## src/rtl/regbank_pkg.sv

```systemverilog
// regbank_pkg: shared constants and helpers for the multi-port register bank.
//   DefDataW / DefNumRegs / DefNumRd / DefNumWr : default geometry
//   WR_PRIO_HIGH_IDX : write-port priority when two ports hit the same register
//   addr_width()     : address width for a given register count
package regbank_pkg;

   localparam int unsigned DefDataW   = 32;
   localparam int unsigned DefNumRegs = 16;
   localparam int unsigned DefNumRd   = 2;
   localparam int unsigned DefNumWr   = 1;

   // 1: the highest-indexed colliding write port wins (stored and forwarded value).
   // 0: the lowest-indexed port wins.
   localparam bit WR_PRIO_HIGH_IDX = 1'b1;

   function automatic int unsigned addr_width(input int unsigned n);
      return (n < 2) ? 1 : $clog2(n);
   endfunction

endpackage

```

## src/rtl/regbank_rd_port.sv

```systemverilog
// regbank_rd_port: one registered read port of the register bank.
//   clk_i, reset_i   : clock, asynchronous active-high reset
//   hold_i, clear_i  : shared pipeline freeze / flush (clear wins)
//   rd_addr_i        : read address, captured into addr_q (stage 1)
//   regs_i           : current register array contents
//   wr_addr_i/wr_data_i/wr_ok_i : same-cycle writes (wr_ok_i already excludes r0 if hardwired)
//   rd_data_o        : registered read data (stage 2)
module regbank_rd_port
   import regbank_pkg::*;
#(
   parameter int unsigned  DATA_W   = DefDataW,
   parameter int unsigned  NUM_REGS = DefNumRegs,
   parameter int unsigned  NUM_WR   = DefNumWr,
   parameter bit           ZERO_REG = 1'b1,
   localparam int unsigned AW       = addr_width(NUM_REGS)
) (
   input  logic                     clk_i,
   input  logic                     reset_i,
   input  logic                     hold_i,
   input  logic                     clear_i,
   input  logic [AW-1:0]            rd_addr_i,
   input  logic [DATA_W-1:0]        regs_i [NUM_REGS],
   input  logic [NUM_WR*AW-1:0]     wr_addr_i,
   input  logic [NUM_WR*DATA_W-1:0] wr_data_i,
   input  logic [NUM_WR-1:0]        wr_ok_i,
   output logic [DATA_W-1:0]        rd_data_o
);

   logic [AW-1:0]     addr_q;
   logic [DATA_W-1:0] data_q, data_d;
   logic              fwd_hit;

   // A write landing on this edge is not yet in regs_i, so bypass it.
   always_comb begin
      data_d  = regs_i[addr_q];
      fwd_hit = 1'b0;
      for (int k = 0; k < NUM_WR; k++) begin
         if (wr_ok_i[k] && (wr_addr_i[k*AW +: AW] == addr_q) &&
             (WR_PRIO_HIGH_IDX || !fwd_hit)) begin
            data_d  = wr_data_i[k*DATA_W +: DATA_W];
            fwd_hit = 1'b1;
         end
      end
      if (ZERO_REG && (addr_q == '0)) begin
         data_d = '0;
      end
   end

   always_ff @(posedge clk_i or posedge reset_i) begin
      if (reset_i) begin
         addr_q <= '0;
         data_q <= '0;
      end else if (clear_i) begin
         addr_q <= '0;
         data_q <= '0;
      end else if (!hold_i) begin
         addr_q <= rd_addr_i;
         data_q <= data_d;
      end
   end

   assign rd_data_o = data_q;

endmodule

```

## src/rtl/regbank_mp.sv

```systemverilog
// regbank_mp: multi-port register bank, NUM_REGS x DATA_W, NUM_RD registered read
// ports (2-cycle address-to-data latency), NUM_WR write ports with write-through
// forwarding, deterministic write priority and optional hardwired-zero r0.
//   clk, reset   : clock, asynchronous active-high reset
//   rd_addr      : read addresses, port i at [i*AW +: AW]
//   hold, clear  : freeze / flush both read pipeline stages (clear wins)
//   rd_data      : read data, port i at [i*DATA_W +: DATA_W]
//   wr_addr, wr_data, wr_en : write ports
//   wr_conflict  : two enabled ports hit the same writable register last cycle
module regbank_mp
   import regbank_pkg::*;
#(
   parameter int unsigned  DATA_W   = DefDataW,
   parameter int unsigned  NUM_REGS = DefNumRegs,
   parameter int unsigned  NUM_RD   = DefNumRd,
   parameter int unsigned  NUM_WR   = DefNumWr,
   parameter bit           ZERO_REG = 1'b1,
   localparam int unsigned AW       = addr_width(NUM_REGS)
) (
   input  logic                     clk,
   input  logic                     reset,
   input  logic [NUM_RD*AW-1:0]     rd_addr,
   input  logic                     hold,
   input  logic                     clear,
   output logic [NUM_RD*DATA_W-1:0] rd_data,
   input  logic [NUM_WR*AW-1:0]     wr_addr,
   input  logic [NUM_WR*DATA_W-1:0] wr_data,
   input  logic [NUM_WR-1:0]        wr_en,
   output logic                     wr_conflict
);

   logic [NUM_WR-1:0] wr_ok;
   logic [DATA_W-1:0] regs_q [NUM_REGS];
   logic [DATA_W-1:0] regs_d [NUM_REGS];
   logic              wr_taken;
   logic              conflict_d, conflict_q;

   // Writes to r0 are dropped outright when it is hardwired to zero.
   always_comb begin
      wr_ok = '0;
      for (int k = 0; k < NUM_WR; k++) begin
         wr_ok[k] = wr_en[k] && (!ZERO_REG || (wr_addr[k*AW +: AW] != '0));
      end
   end

   always_comb begin
      wr_taken = 1'b0;
      for (int r = 0; r < NUM_REGS; r++) begin
         regs_d[r] = regs_q[r];
         wr_taken  = 1'b0;
         for (int k = 0; k < NUM_WR; k++) begin
            if (wr_ok[k] && (wr_addr[k*AW +: AW] == AW'(r)) &&
                (WR_PRIO_HIGH_IDX || !wr_taken)) begin
               regs_d[r] = wr_data[k*DATA_W +: DATA_W];
               wr_taken  = 1'b1;
            end
         end
      end
   end

   always_comb begin
      conflict_d = 1'b0;
      for (int a = 0; a < NUM_WR; a++) begin
         for (int b = a + 1; b < NUM_WR; b++) begin
            if (wr_ok[a] && wr_ok[b] && (wr_addr[a*AW +: AW] == wr_addr[b*AW +: AW])) begin
               conflict_d = 1'b1;
            end
         end
      end
   end

   // Writes proceed every edge, independent of hold/clear.
   always_ff @(posedge clk or posedge reset) begin
      if (reset) begin
         for (int r = 0; r < NUM_REGS; r++) begin
            regs_q[r] <= '0;
         end
         conflict_q <= 1'b0;
      end else begin
         for (int r = 0; r < NUM_REGS; r++) begin
            regs_q[r] <= regs_d[r];
         end
         conflict_q <= conflict_d;
      end
   end

   assign wr_conflict = conflict_q;

   for (genvar i = 0; i < NUM_RD; i++) begin : g_rd
      regbank_rd_port #(
         .DATA_W   (DATA_W),
         .NUM_REGS (NUM_REGS),
         .NUM_WR   (NUM_WR),
         .ZERO_REG (ZERO_REG)
      ) u_rd_port (
         .clk_i     (clk),
         .reset_i   (reset),
         .hold_i    (hold),
         .clear_i   (clear),
         .rd_addr_i (rd_addr[i*AW +: AW]),
         .regs_i    (regs_q),
         .wr_addr_i (wr_addr),
         .wr_data_i (wr_data),
         .wr_ok_i   (wr_ok),
         .rd_data_o (rd_data[i*DATA_W +: DATA_W])
      );
   end

endmodule

```

## config.mk

```make
export PLATFORM = sky130hd
export DESIGN_NAME = regbank_mp
export DESIGN_NICKNAME = d
export VERILOG_FILES = /design/src/rtl/regbank_pkg.sv /design/src/rtl/regbank_rd_port.sv /design/src/rtl/regbank_mp.sv
export SDC_FILE = /design/constraint.sdc
export NUM_CORES = 1
export LEC_CHECK = 0
export CORE_ASPECT_RATIO = 1.25
export CORE_MARGIN = 10
export CORE_UTILIZATION = 35
export CTS_BUF_LIST = sky130_fd_sc_hd__clkbuf_4 sky130_fd_sc_hd__clkbuf_8
export CTS_CLUSTER_SIZE = 28
export DETAILED_ROUTE_END_ITERATION = 6
export GPL_ROUTABILITY_DRIVEN = 0
export PLACE_DENSITY = 0.55
export RECOVER_POWER = 50
export SETUP_SLACK_MARGIN = 0.05
export SLEW_MARGIN = 20
export SYNTH_ARGS = -nofsm -noshare
export SYNTH_HDL_FRONTEND = slang
export SYNTH_SLANG_ARGS = --single-unit
export TNS_END_PERCENT = 100
```

## constraint.sdc

```tcl
create_clock -name clk -period 24.7 [get_ports clk]
set_input_delay 4.94 -clock clk [delete_from_list [all_inputs] [get_ports clk]]
set_output_delay 4.94 -clock clk [all_outputs]
set_load 0.02 [all_outputs]
```

* Word level (Yosys, flattened, before mapping)
Cells that the tools add are included.
Widths: inputs -> output; s select.
** Storage, ports and cells
- Register bits :: 584
- Input port bits :: 49
- Output and inout bits :: 65
** Operators by class
- Bitwise operators :: 2
- Equality and inequality tests :: 18
- Reductions and logical operators :: 23
- Muxes and demuxes :: 18
- Magnitude comparators :: 2
** Operators with widths (count)
- $mux 32 :: 12
- $bmux 32 s4 :: 2
- $eq 4x4->1 const B :: 8
- $logic_and 1x1->1 :: 19
- $eq 4x3->1 const B :: 4
- $mux 4 :: 4
- $logic_not 4->1 :: 3
- $ge 5x5->1 const B :: 2
- $not 4->5 :: 2
- $eq 4x2->1 const B :: 2
- $eq 4x4->1 :: 2
- $eq 4x1->1 const B :: 1
- $reduce_bool 4->1 :: 1
- $ne 2x1->1 const B :: 1

* Logic depth before layout (Yosys ltp)
Gate-level depths: netlist (run 1).
- Depth in word-level cells :: 8
- Gate-level depth with buffers :: 8
- Mapped depth without buffers :: 5

* Modules after synthesis
A second synthesis (run 1) with hierarchy kept.
** Unflattened totals
- Cells, all modules :: 2217
- Area, all modules :: 30421.7 um^2
** By module, submodules not included
- regbank_mp :: sequential area each 12812.3 um^2, area each 18895.6 um^2, cells an instance 1133, instances 1
- regbank_rd_port :: sequential area each 900.9 um^2, area each 5763.0 um^2, cells an instance 542, instances 2

* Worst setup path before layout (run 1)
No wires, ideal clock.
- Path kind :: in2reg
- Start :: input wr_addr[1]
- End :: register g_rd[1].u_rd_port.data_q[0]
- Slack :: 18.256 ns
- Stages :: 7
- Path buffers :: 3
- Arrival time :: 6.319 ns
- Path through :: buf_2 -> o41ai_2 -> nor4_1 -> and2_1 -> buf_1 -> buf_2 -> a221o_1
** Between the ends
- Longest elaborated chain between the ends :: 7
- Elaborated cells between the ends (all ways) :: 8
- Classes of those cells :: eq/ne (1); mux (4); reduce/logical (3)
** Ends and longest elaborated chain
- start: declaration :: line regbank_mp.sv:26 : input logic [NUM_WR*AW-1:0] wr_addr,
- $reduce_bool 4->1 :: line regbank_mp.sv:42 : wr_ok[k] = wr_en[k] && (!ZERO_REG || (wr_addr[k*AW +: AW] != '0));
- $logic_and 1x1->1 :: line regbank_mp.sv:42
- $logic_and 1x1->1 (*) :: line regbank_rd_port.sv:38 : if (wr_ok_i[k] && (wr_addr_i[k*AW +: AW] == addr_q) &&
- $mux 32 (*) :: line regbank_rd_port.sv:38
- $mux 32 (*) :: line regbank_rd_port.sv:44 : if (ZERO_REG && (addr_q == '0)) begin
- $mux 32 (*) :: line regbank_rd_port.sv:56 : end else if (!hold_i) begin
- $mux 32 (*) :: line regbank_rd_port.sv:53 : end else if (clear_i) begin
- end signal: assignment :: line regbank_rd_port.sv:58 : data_q <= data_d;
- end: declaration :: line regbank_rd_port.sv:30 : logic [DATA_W-1:0] data_q, data_d;
Mark *: on every way between the ends. The rest lies on a longest branch, timed or not. The select of a mux whose other input is x is not followed.
A chain may end at the register's enable or synchronous reset.

==> metrics, run 1 <==
status=finished, violations left; failing checks=capacitance limit, slew limit; Leakage=13.6 nW; clock root buffer=clkbuf_8; first-pass GRT wire length=137,000 um; met3 routed wirelength=5970 um; Reg clk slew, reported paths=60 ps; GR Util All Layers=0.182; # setup viols final=0; largest net degree at the start of global routing=158; Met1 Routed Length=38,800 um; CP max stage cell=clkinvlp_2; RR Startpoint=g_rd[1].u_rd_port.addr_q[0]; crit path max fanout=157; max_slew headroom=-3.13; Top FF cell, synth=dfrtp_1; synthesized cell area=0.0303 mm2; Die Ht=349 um; CP peak stage delay=3430 ps; Synth cell types=40; vias in the first global route=20,771; Ports=114; Die ar.=0.0989 mm2; power per cell area=82.1 mW/mm2; Slew @ Worst Pin=6170 ps; yosys warns=0; TritonCTS buffer count=98; Setup Crit Path Kind=input pin to asynchronous set/reset pin; worst-path cell chain=dlygate4sd3_1, clkinvlp_2, clkbuf_1, buf_12; Cell Rows=120; Avg Inst Size Synth=14.6 um2; crit share post-route=0.488; Total Routed Length=90,800 um; endpoints failing hold=0; Syn Nets=2,128; total number of vias=18,990; Fin Clk Skew=37.5 ps; 1st-pass router iterations=5; Endpoint, Worst Hold=regs_q[502]; Clock Latency Late Sink=730 ps; average wire per standard cell=27.3 um; fmax=83.0 MHz; CTS resizes=0; RSZ-0062 raised after global routing=false; layout cells sized above 1=0.458; initial antenna violation count=7; Clock Path Buffers=3; Final Core Density=0.399; Crit path required time=25,320 ps; Reg2Reg Setup Slack=20,490 ps; DPL Wire Length=48,700 um; P&R area growth vs syn=13.0%; CTS sink cnt=584; Critical Path Start Type=input pin; Routed Antenna Nets=0; R2R depth=7; initial core utilization=0.353; Worst Hold Depth=0; die width=283 um; fin. max-slew vios=606; initial drt markers=1,462; overall power=2.81 mW; worst hold start=regs_q[502]; H-tree depth=3; sequential fraction of the synthesis area=0.482; EDFF count, synth=0; Port Buffers=112; Async SR Flop Fraction=1.00; post-CTS repair timing setup buffer count=0; Layout Nets=2,133; crit path buf inv count=4; kind of cell adding the most delay to the critical path=buffers and inverters; max_cap viols=14; gr ovfl total=0; met2 routed WL=43,300 um; Worst R2R End=g_rd[1].u_rd_port.rd_data_o[20]; Syn Inst Count=2,079; flops & latches, synth=584; post-route minimum period=12,040 ps; Setup TNS=0 ps; vias per std cell=5.70; WP data arrival=12,660 ps; worst vdd ir=0.0000361 V; # DRC=0; CTS tree=built; top sig layer=met5; CORE AREA=0.0859 mm2; worst hold path type=flip-flop to flip-flop; CTS Hold Bufs=0; element type at the critical path end=asynchronous set/reset pin
-- Yosys cell counts (6+ instances only) --
master	count	area (um2)
o21ai_0	70	350
mux2_2	534	6010
clkbuf_1	101	379
mux2_1	9	101
nand2_1	36	135
buf_2	100	500
o22ai_1	63	394
nor2_1	48	180
nor2b_1	33	206
buf_6	11	124
mux4_1	10	263
mux4_2	213	4800
a221o_1	32	320
a211oi_1	60	450
mux2i_1	75	751
o21ai_1	26	130
buf_4	19	143
nand2b_1	6	37.5
dfrtp_1	584	14600
-- layout by cell type, fill, tap and decap left out, types with 2 or more instances in the layout --
cell type / instances
or3_1: 3
xor2_1: 4
mux2_2: 534
o22ai_1: 63
mux4_2: 213
nor2_4: 9
o21ai_0: 70
nor2b_1: 32
mux4_1: 10
nand2_1: 35
inv_6: 2
dfrtp_1: 576
diode_2: 2
dlygate4sd3_1: 24
mux2_1: 9
a211oi_1: 60
o21ai_1: 26
nor2_1: 39
nand3b_1: 2
nor4_1: 2
dfrtp_4: 7
nand2b_2: 3
clkinv_2: 15
a221o_1: 32
xnor2_1: 4
clkinvlp_4: 7
bufinv_16: 4
nor3_1: 3
clkbuf_4: 27
clkbuf_1: 10
nand2b_1: 3
mux2i_1: 75
buf_4: 25
buf_12: 2
a211oi_2: 4
clkdlybuf4s50_1: 88
clkbuf_8: 129
-- through the flow --
stage / area (um2) / instances / setup WS (ps) / hold WS, ps
global placement: 32100 / 3143 / 16710 / 381
floorplan: 30300 / 2079 / 3420 / 441
CTS: 34300 / 3327 / 17360 / 398
global route: 34300 / 3329 / 11160 / 406
detailed placement: 32100 / 3143 / 16580 / 382
finish: 34300 / 3329 / 12660 / 398
-- flip-flops by register name (all words and copies together) (netlist names) --
register,flops
g_rd.u_rd_port.addr_q,8
g_rd.u_rd_port.rd_data_o,64
regs_q,512
-- cell families after synthesis --
family,Yosys count,synth area share
compound gates,258,0.0573
xor+xnor,8,0.00231
buf+inv,245,0.0427
flops,584,0.482
mux,841,0.393
other cells,1,0.000124
simple gates,142,0.0223
-- worst max path at each step --
stage | start | end | slack [ps] | cells past startpoint
floorplan | reset | g_rd[0].u_rd_port.addr_q[0] | 3420 | 1
CTS | reset | g_rd[0].u_rd_port.addr_q[2] | 17360 | 4
detailed placement | reset | g_rd[1].u_rd_port.addr_q[0] | 16580 | 4
global route | reset | regs_q[224] | 11160 | 3
global placement | reset | g_rd[1].u_rd_port.addr_q[0] | 16710 | 4
finish | reset | g_rd[1].u_rd_port.addr_q[2] | 12660 | 4
-- final cells by class --
class	count	area (um2)
Antenna cell	2	5.00
Clock buffer	156	1980
Clock inverter	28	265
Fill cell	8062	51600
Inverter	1	5.00
Multi-Input combinational cell	1250	14500
Sequential cell	584	14600
Tap cell	1159	1450
Timing Repair Buffer	149	1390
-- report_power, final --
group          internal, mW  total, mW  switching [mW]
Sequential             1.15       1.31           0.162
Clock                 0.552      0.966           0.414
Combinational         0.337      0.536           0.199
Total                  2.04       2.81           0.775
-- metal layers --
layer  up-vias  track usage
li1       7972            -
met1     10203        0.237
met2       629        0.297
met3       174       0.0395
met4        12       0.0649
met5         -            0
No activity file was read; power rests on OpenSTA's default activity.
==> run 2, diff against run 1 <==
==> constraint.sdc (replaced) <==
create_clock -name clk -period 11.8 [get_ports clk]
set_input_delay 2.36 -clock clk [delete_from_list [all_inputs] [get_ports clk]]
set_output_delay 2.36 -clock clk [all_outputs]
set_load 0.02 [all_outputs]
==> run 2 against run 1 <==
Against the previous run: the run still ends with capacitance limit, slew limit left; final cell count shrank 0.57%; non-clock buffer count grew 3; total power grew 100%; worst hold slack lost 3.0 ps; worst setup slack lost 7200 ps; sequential cell count is the same; die area is the same; count of clock-buffer cells in the layout shrank 16; clock power grew 92%; sequential share of layout area grew 0.30 points.
==> metrics, run 2 (synthesis gave the netlist of run 1 again) <==
status=finished, violations left (unchanged); failing checks=capacitance limit, slew limit (unchanged); crit share post-route=0.535; power per cell area=168 mW/mm2 (was 82.1 mW/mm2); endpoints failing hold=0 (unchanged); worst hold path type=flip-flop to flip-flop (unchanged); max_cap viols=15 (was 14); Layout Nets=2,134 (was 2,133); element type at the critical path end=flip-flop (was asynchronous set/reset pin); CTS tree=built (unchanged); pre-CTS setup slack=6800 ps (was 16,580 ps); Largest Register=regs_q (unchanged); WP data arrival=6940 ps (was 12,660 ps); initial core utilization=0.353 (unchanged); worst vdd ir=0.0000738 V (was 0.0000361 V); vias per std cell=5.80 (was 5.70); initial antenna violation count=7 (unchanged); CTS sink cnt=584 (unchanged); GR Util All Layers=0.187 (was 0.182); Cell Count Post-Placement=3,146 (was 3,143); largest net degree at the start of global routing=159 (was 158); Min Hold Slack=395 ps (was 398 ps); vias in the first global route=20,956 (was 20,771); Leakage=13.5 nW (was 13.6 nW); Clock Path Buffers=3 (unchanged); post-route minimum period=6310 ps; die width=283 um (unchanged); Final WS setup=5490 ps (was 12,660 ps); Largest register FFs=512 (unchanged); commonest non-fill, non-tap cell in the layout=dfrtp_1 (unchanged); Cell Rows=120 (unchanged); P&R area growth vs syn=12.2% (was 13.0%); Total Routed Length=92,800 um (was 90,800 um); Crit path required time=12,430 ps (was 25,320 ps); Port Buffers=112 (unchanged); fmax=158 MHz; CORE AREA=0.0859 mm2 (unchanged); # setup viols final=0 (unchanged); design area=0.0340 mm2 (was 0.0343 mm2); final std cells w/o fill=3,310 (was 3,329); initial drt markers=1,558 (was 1,462); Clock Latency Late Sink=710 ps (was 730 ps); fin. max-slew vios=515 (was 606); Critical Path Start Type=input pin (unchanged); layout cells sized above 1=0.452 (was 0.458); Setup TNS=0 ps (unchanged); clock root buffer=clkbuf_8 (unchanged); crit path max fanout=32 (was 157); Routed Antenna Nets=0 (unchanged); 1st-pass router iterations=5 (unchanged); TritonCTS buffer count=96 (was 98); Reg clk slew, reported paths=60 ps (about the same); DPL Wire Length=49,900 um (was 48,700 um); Fin Clk Skew=17.5 ps (was 37.5 ps); CTS Hold Bufs=0 (unchanged); total number of vias=19,188 (was 18,990); first-pass GRT wire length=142,000 um (was 137,000 um); Slew @ Worst Pin=3930 ps (was 6170 ps); RSZ-0062 raised after global routing=false (unchanged); max_slew headroom=-1.62 (was -3.13); Die Ht=349 um (unchanged); placed cell area=0.0321 mm2 (about the same); Setup Crit Path Kind=input pin to flip-flop (was input pin to asynchronous set/reset pin); most frequent cells in the layout=576 x dfrtp_1, 534 x mux2_2, 213 x mux4_2 (unchanged); Ports=114 (unchanged); # DRC=0 (unchanged); average wire per standard cell=28.0 um (was 27.3 um); H-tree depth=3 (unchanged); Die ar.=0.0989 mm2 (unchanged); gr ovfl total=0 (unchanged); CTS resizes=0 (unchanged); post-CTS repair timing setup buffer count=0 (unchanged)
-- run 2: cell types whose count changed in the layout (fill, tap and decap cells not counted), moves of 2 or more --
cell	before	now
clkdlybuf4s50_1	88	74
dlygate4sd3_1	24	38
clkbuf_4	27	18
clkbuf_8	129	122
clkinvlp_4	7	2
clkbuf_1	10	13
diode_2	2	5
bufinv_16	4	2
inv_6	2	0
-- run 2: final timing paths --
path	slack (ps)	start	end	cells after the start
worst max-delay path	5490	wr_addr[1]	regs_q[261]	5
worst min-delay path	400	regs_q[508]	regs_q[508]	0
worst max register to register	7550	g_rd[0].u_rd_port.addr_q[1]	g_rd[0].u_rd_port.rd_data_o[28]	5
worst min register to register	400	regs_q[508]	regs_q[508]	0
max in group asynchronous	5510	reset	regs_q[146]	4
min in group asynchronous	2390	reset	regs_q[219]	2
-- run 2: per-layer routing --
metal	vias up	global-route usage	wire, um
met5	-	0	13
met4	2	0.0651	2400
met3	165	0.0300	5390
met2	644	0.302	44100
met1	10425	0.255	40900
li1	7952	-	-
-- run 2: worst max-delay path, stage by stage --
cell	delay (ps)
dlygate4sd3_1	740
nand2_1	310
nor2_4	160
clkbuf_1	2760
mux2_2	580
-- run 2: layout make-up --
| class | count | area (um2) |
|---|---|---|
| Antenna cell | 5 | 12.5 |
| Inverter | 1 | 5.00 |
| Timing Repair Buffer | 152 | 1410 |
| Tap cell | 1159 | 1450 |
| Clock buffer | 140 | 1810 |
| Sequential cell | 584 | 14600 |
| Fill cell | 8104 | 51900 |
| Multi-Input combinational cell | 1250 | 14500 |
| Clock inverter | 19 | 156 |
-- run 2: power breakdown --
part	internal (mW)	switching (mW)
clock network	1.02	0.831
logic	0.706	0.424
registers	2.40	0.343
total	4.13	1.60
-- run 2: stage by stage --
| step | util | power, mW |
|---|---|---|
| 2_1_floorplan | - | 3.57 |
| 3_3_place_gp | 0.374 | 3.87 |
| 3_5_place_dp | 0.374 | 3.92 |
| 4_1_cts | 0.397 | 5.79 |
| 5_1_grt | 0.396 | 6.02 |
| 6_report | 0.396 | 5.73 |
